File: src/rtl/dff_pkg.sv
// rtl/dff_pkg.sv - shared defaults and count-width helper for the negedge pipeline
package dff_pkg;

  localparam int          DEF_WIDTH     = 8;
  localparam int          DEF_DEPTH     = 4;
  // Wide enough for any legal WIDTH; users slice it down to their data width.
  localparam logic [63:0] DEF_RESET_VAL = 64'd0;

  // Bits needed to hold an occupancy count of 0..depth inclusive.
  function automatic int cnt_width(input int depth);
    return $clog2(depth + 1);
  endfunction

endpackage

File: src/rtl/dff_neg_en.sv
// rtl/dff_neg_en.sv - single falling-edge register with load enable and async reset
module dff_neg_en #(
  parameter int           N    = 1,
  parameter logic [N-1:0] RVAL = '0
) (
  input  logic         CKN,
  input  logic         RST,
  input  logic         LD,
  input  logic [N-1:0] D,
  output logic [N-1:0] Q
);

  // Reset wins immediately; otherwise capture D on a falling edge when loading.
  always_ff @(negedge CKN or posedge RST) begin
    if (RST) begin
      Q <= RVAL;
    end else if (LD) begin
      Q <= D;
    end
  end

endmodule

File: src/rtl/dff_neg_pipe.sv
// rtl/dff_neg_pipe.sv - falling-edge data/valid shift pipeline with flush and occupancy count
module dff_neg_pipe
  import dff_pkg::*;
#(
  parameter int               WIDTH     = DEF_WIDTH,
  parameter int               DEPTH     = DEF_DEPTH,
  parameter logic [WIDTH-1:0] RESET_VAL = DEF_RESET_VAL[WIDTH-1:0]
) (
  input  logic                         CKN,
  input  logic                         RST,
  input  logic [WIDTH-1:0]             D,
  input  logic                         DV,
  input  logic                         EN,
  input  logic                         FLUSH,
  output logic [WIDTH-1:0]             Q,
  output logic                         QV,
  output logic [cnt_width(DEPTH)-1:0]  CNT
);

  localparam int CW = cnt_width(DEPTH);
  localparam int SW = WIDTH + 1;  // stage word: {data, valid}

  logic [DEPTH-1:0][SW-1:0] stage_q;
  logic                     stage_ld;
  logic [CW-1:0]            cnt_next;

  // A stage must load when shifting, and also on a held flush so its valid bit can drop.
  assign stage_ld = EN | FLUSH;

  genvar g;
  generate
    for (g = 0; g < DEPTH; g++) begin : g_stage
      logic [SW-1:0] shift_src;
      logic [SW-1:0] stage_nxt;

      if (g == 0) begin : g_head
        assign shift_src = {D, DV};
      end else begin : g_body
        assign shift_src = stage_q[g-1];
      end

      // Shift from upstream or recirculate own word; flush strips the valid bit either way.
      assign stage_nxt = EN ? {shift_src[SW-1:1], shift_src[0] & ~FLUSH}
                            : {stage_q[g][SW-1:1], stage_q[g][0] & ~FLUSH};

      dff_neg_en #(
        .N    (SW),
        .RVAL ({RESET_VAL, 1'b0})
      ) u_stage (
        .CKN (CKN),
        .RST (RST),
        .LD  (stage_ld),
        .D   (stage_nxt),
        .Q   (stage_q[g])
      );
    end
  endgenerate

  // Outputs come straight off the last stage register.
  assign Q  = stage_q[DEPTH-1][SW-1:1];
  assign QV = stage_q[DEPTH-1][0];

  // Subtract the leaving word before adding the entering one: QV=1 implies CNT>=1,
  // and CNT=DEPTH implies QV=1, so neither step can leave the 0..DEPTH range.
  assign cnt_next = (CNT - CW'(QV)) + CW'(DV);

  // Occupancy tracks valid tags: cleared by reset or flush, updated only on shift edges.
  always_ff @(negedge CKN or posedge RST) begin
    if (RST) begin
      CNT <= '0;
    end else if (FLUSH) begin
      CNT <= '0;
    end else if (EN) begin
      CNT <= cnt_next;
    end
  end

endmodule

File: config.mk
export PLATFORM = sky130hd
export DESIGN_NAME = dff_neg_pipe
export DESIGN_NICKNAME = d
export VERILOG_FILES = /design/src/rtl/dff_pkg.sv /design/src/rtl/dff_neg_en.sv /design/src/rtl/dff_neg_pipe.sv
export SDC_FILE = /design/constraint.sdc
export NUM_CORES = 1
export LEC_CHECK = 0
export ABC_AREA = 1
export BUFFER_PORTS_ARGS = -buffer_cell sky130_fd_sc_hd__buf_2
export CELL_PAD_IN_SITES_DETAIL_PLACEMENT = 0
export CELL_PAD_IN_SITES_GLOBAL_PLACEMENT = 1
export CORE_MARGIN = 5
export CORE_UTILIZATION = 48
export CTS_BUF_LIST = sky130_fd_sc_hd__clkbuf_4
export DETAILED_ROUTE_END_ITERATION = 7
export MAX_ROUTING_LAYER = met4
export PLACE_DENSITY_LB_ADDON = 0.08
export SYNTH_ARGS = -nofsm -noshare
export SYNTH_HDL_FRONTEND = slang
export SYNTH_SLANG_ARGS = --single-unit
File: constraint.sdc
create_clock -name CKN -period 2.5 [get_ports CKN]
set_input_delay 0.125 -clock CKN [delete_from_list [all_inputs] [get_ports CKN]]
set_output_delay 0.125 -clock CKN [all_outputs]
set_load 0.02 [all_outputs]
**Yosys cells after proc, flatten, opt, wreduce, memory -nomap -nowiden**

Cells that the tools add are included.

- Flip-flop bits (word level): 39
- Bits in latches: 0
- Memory bits (writable): 0
- Bits in read-only memories: 0
- Input port bits: 13
- Output and inout port bits: 12
- Logic and storage cells: 26
- Memories: 0

- $add $sub $neg: 2
- Multipliers: 0
- Divide/modulo/power cells: 0
- Magnitude comparators: 0
- Eq/ne operators: 0
- Shift operators: 0
- Multiplexer cells: 6
- Bitwise operators: 7
- Reduce and logical (&&, ||, !) cells: 2

Operator list:

| kind | count |
|---|---|
| 3-bit two-way mux | 2 |
| 1-bit bitwise AND | 5 |
| 1-bit two-way mux | 4 |
| 3-bit by 1-bit adder with 3-bit output | 1 |
| 3-bit by 1-bit subtractor with 3-bit output | 1 |
| 2-bit AND reduction | 1 |
| 2-bit nonzero test | 1 |
| 1-bit NOT | 1 |
| 1-bit OR | 1 |

**Depth between registers and ports, before layout**

- Depth after elaboration: 4
- Depth in mapped cells: 11
- Gate-level depth less buffers: 11

**Modules after synthesis**

From an unflattened synthesis, not the netlist that was laid out.

- Cells, all modules: 283
- Area, all modules: 2108.3 um^2

Modules (own cells, without submodules):

| module | times used | cells an instance | area each (um^2) | seq. area each (um^2) |
|---|---|---|---|---|
| dff_neg_en | 4 | 39 | 345.3 | 225.2 |
| dff_neg_pipe | 1 | 127 | 726.9 | 75.1 |

==> run_results.csv <==
group,metric,value,unit
cells_and_area,n_fill_cell,346,
power,p_per_area,664,nW/um^2
yosys,syn-num-nets,177,
setup_path,cpPeakStageDelay,0.50,ns
global_route,first_global_vias,1048,
yosys,synth.distinct_cells,18,
routing,first_iter_violations,42,
cts,clk_pin_slew,0.07,ns
cts,cts_root_buffer,"clkbuf_4",
cells_and_area,syn_to_final_growth,10.8,%
cts,hold_buffers,0,
yosys,synth_top_cell_area_share,59.9,%
setup_path,crit_buf_inv,1,
routing,first_pass_iters,6,
global_route,grt_pass1_wl,4510,um
sta,worst_pin_slew,0.482,ns
sta,fin_setup_tns,0,ns
global_route,antenna_found_initial,0,
cells_and_area,fin_nets,204,
sta,slew_headroom,67.9,%
yosys,netlist_top_cells_area,"dfrtn_1, nand2_1, o21ai_2",
setup_path,cp_max_fo,5,
setup_path,cpLargestDelayFamily,"flip-flops",
power,p_total,1200,uW
routing,routed_via_density,4.60,
die,num_io_pins,25,
die,rows,21,
die,die_y,68.3,um
placed_design,place_congestion,0.716,
run,maxCapViolations,0,
die,start_util,49.2,%
setup_path,cp-end-kind,"primary output",
cts,cts_tree,"built",
cts,cts_made_buffers,5,
cts,cts.path.max_buffers,2,
status,status,"finished, final reports clean",
routing,wire_per_inst,10.8,um
setup_path,cp.required,2.38,ns
setup_path,crit_chain,"buf_2",
sta,slew_viol_final,0,
sta,rsz0062_at_grt,"no",
cts,clock-sinks,39,
power,p_leak,0.000929,uW
setup_path,crit_arrival,2.27,ns
yosys,syn_area,1630,sq um
yosys,synth_warnings,0,
power,peakVddDrop,0.341,mV
yosys,syn_area_per_cell,10.1,sq um
cts,clk_latency,0.32,ns
yosys,synthCells,161,
cells_and_area,n_antenna_cell,0,
global_route,overflow,0,
global_route,groute.usage.overall,13.8,%
yosys,ys_seq_elements,39,
sta,finalSetupViolCount,0,
setup_path,critPathKind,"register to primary output",
die,coreArea,3310,sq um
global_route,grt_start_max_net_pins,40,
sta,skew,0.00454,ns
yosys,synth.largest_area_cell,"dfrtn_1",
cells_and_area,drive_gt1_share,25.5,%
routing,drcViolationCount,0,
cts,cts_max_level,2,
cells_and_area,fin_util,54.5,%
setup_path,cp-start-kind,"register",
routing,wl,2520,um
routing,drt.antenna.violating_nets,0,
setup_path,r2r_slack,0.69,ns
hold_path,hold_class,"register to register",
setup_path,worst_path_max_delay_cell,"dfrtn_1",
die,die_x,68.3,um
placed_design,port_buffers,24,
cts,postCtsSetupRepairBufs,0,
routing,vias,1076,
yosys,yosysSeqAreaShare,59.9,%
die,fp.dieArea,4660,sq um
sta,hold_violations,0,
cts,post_cts_resized,0,
placed_design,dpl.hpwl,1750,um
## final cells by class
type	count	area, sq um	share of cell area, %
flip-flops and latches	39	976	54.1
multi-input cells	89	479	26.6
repair buffers	27	143	7.91
inverters	26	103	5.69
well taps	46	57.6	3.19
clock buffers	5	37.5	2.08
clock inverters	2	8.76	0.485
## layer usage
metal / track usage, % / vias up / routed length [um]
met3: 5.91 / 5 / 169
met4: 5.21 / 0 / 47
met5: - / - / 0
li1: - / 556 / -
met2: 20.9 / 25 / 1070
met1: 16.3 / 490 / 1230
## cells by family (layout without fill, tap and decap cells)
group	after synthesis	after routing	share of synthesized area (%)
and+or+nand+nor	50	50	12.4
AOI/OAI and AO/OA	36	36	14.3
buffers and inverters	33	60	10.7
DFF	39	39	59.9
adders and majority gates	3	3	2.76
## power by group
group,internal [uW],leakage [uW],switching [uW]
Sequential,703,0.000496,26.1
Combinational,65.0,0.000404,120
Clock,99.7,0.0000285,185
Total,868,0.000929,330
## cells in the mapped netlist, drive strengths merged
master,count
o21ai,33
nand3,3
nand2,42
fa,1
clkbuf,1
nor2,4
nand4,1
o22ai,3
ha,2
inv,26
buf,6
dfrtn,39
## cells in the final DEF (no fill, tap or decap), drive strengths merged
master and count:
nand2 42, dfrtn 39, o21ai 33, buf 27, inv 26, clkbuf 5, nor2 4, nand3 3
o22ai 3, ha 2, clkinv 2, nand4 1, fa 1
## state kept, by name, indices dropped and copies added, names as in the netlist
name,cells
CNT,3
g_stage.u_stage.Q,36
## path summary, 6_finish.rpt
kind	end	startpoint	cells past startpoint
setup / recovery	CNT[1]	CNT[1]	1
hold / removal	g_stage[0].u_stage.Q[8]	g_stage[0].u_stage.Q[8]	2
setup reg to reg	CNT[2]	CNT[0]	10
hold reg to reg	g_stage[0].u_stage.Q[8]	g_stage[0].u_stage.Q[8]	2
max in group asynchronous	CNT[2]	RST	3
min in group asynchronous	g_stage[3].u_stage.Q[5]	RST	3
## metrics by stage
step | setup WS, ns | cell area (sq um) | std cells | hold slack (ns)
2_1_floorplan | 0.159 | 1630 | 161 | 0.403
3_3_place_gp | 0.0338 | 1760 | 227 | 0.418
3_5_place_dp | -0.0371 | 1760 | 227 | 0.425
4_1_cts | 0.0733 | 1800 | 234 | 0.426
5_1_grt | 0.0220 | 1800 | 234 | 0.440
6_report | 0.101 | 1800 | 234 | 0.422
(Power assumes the default switching activity.)
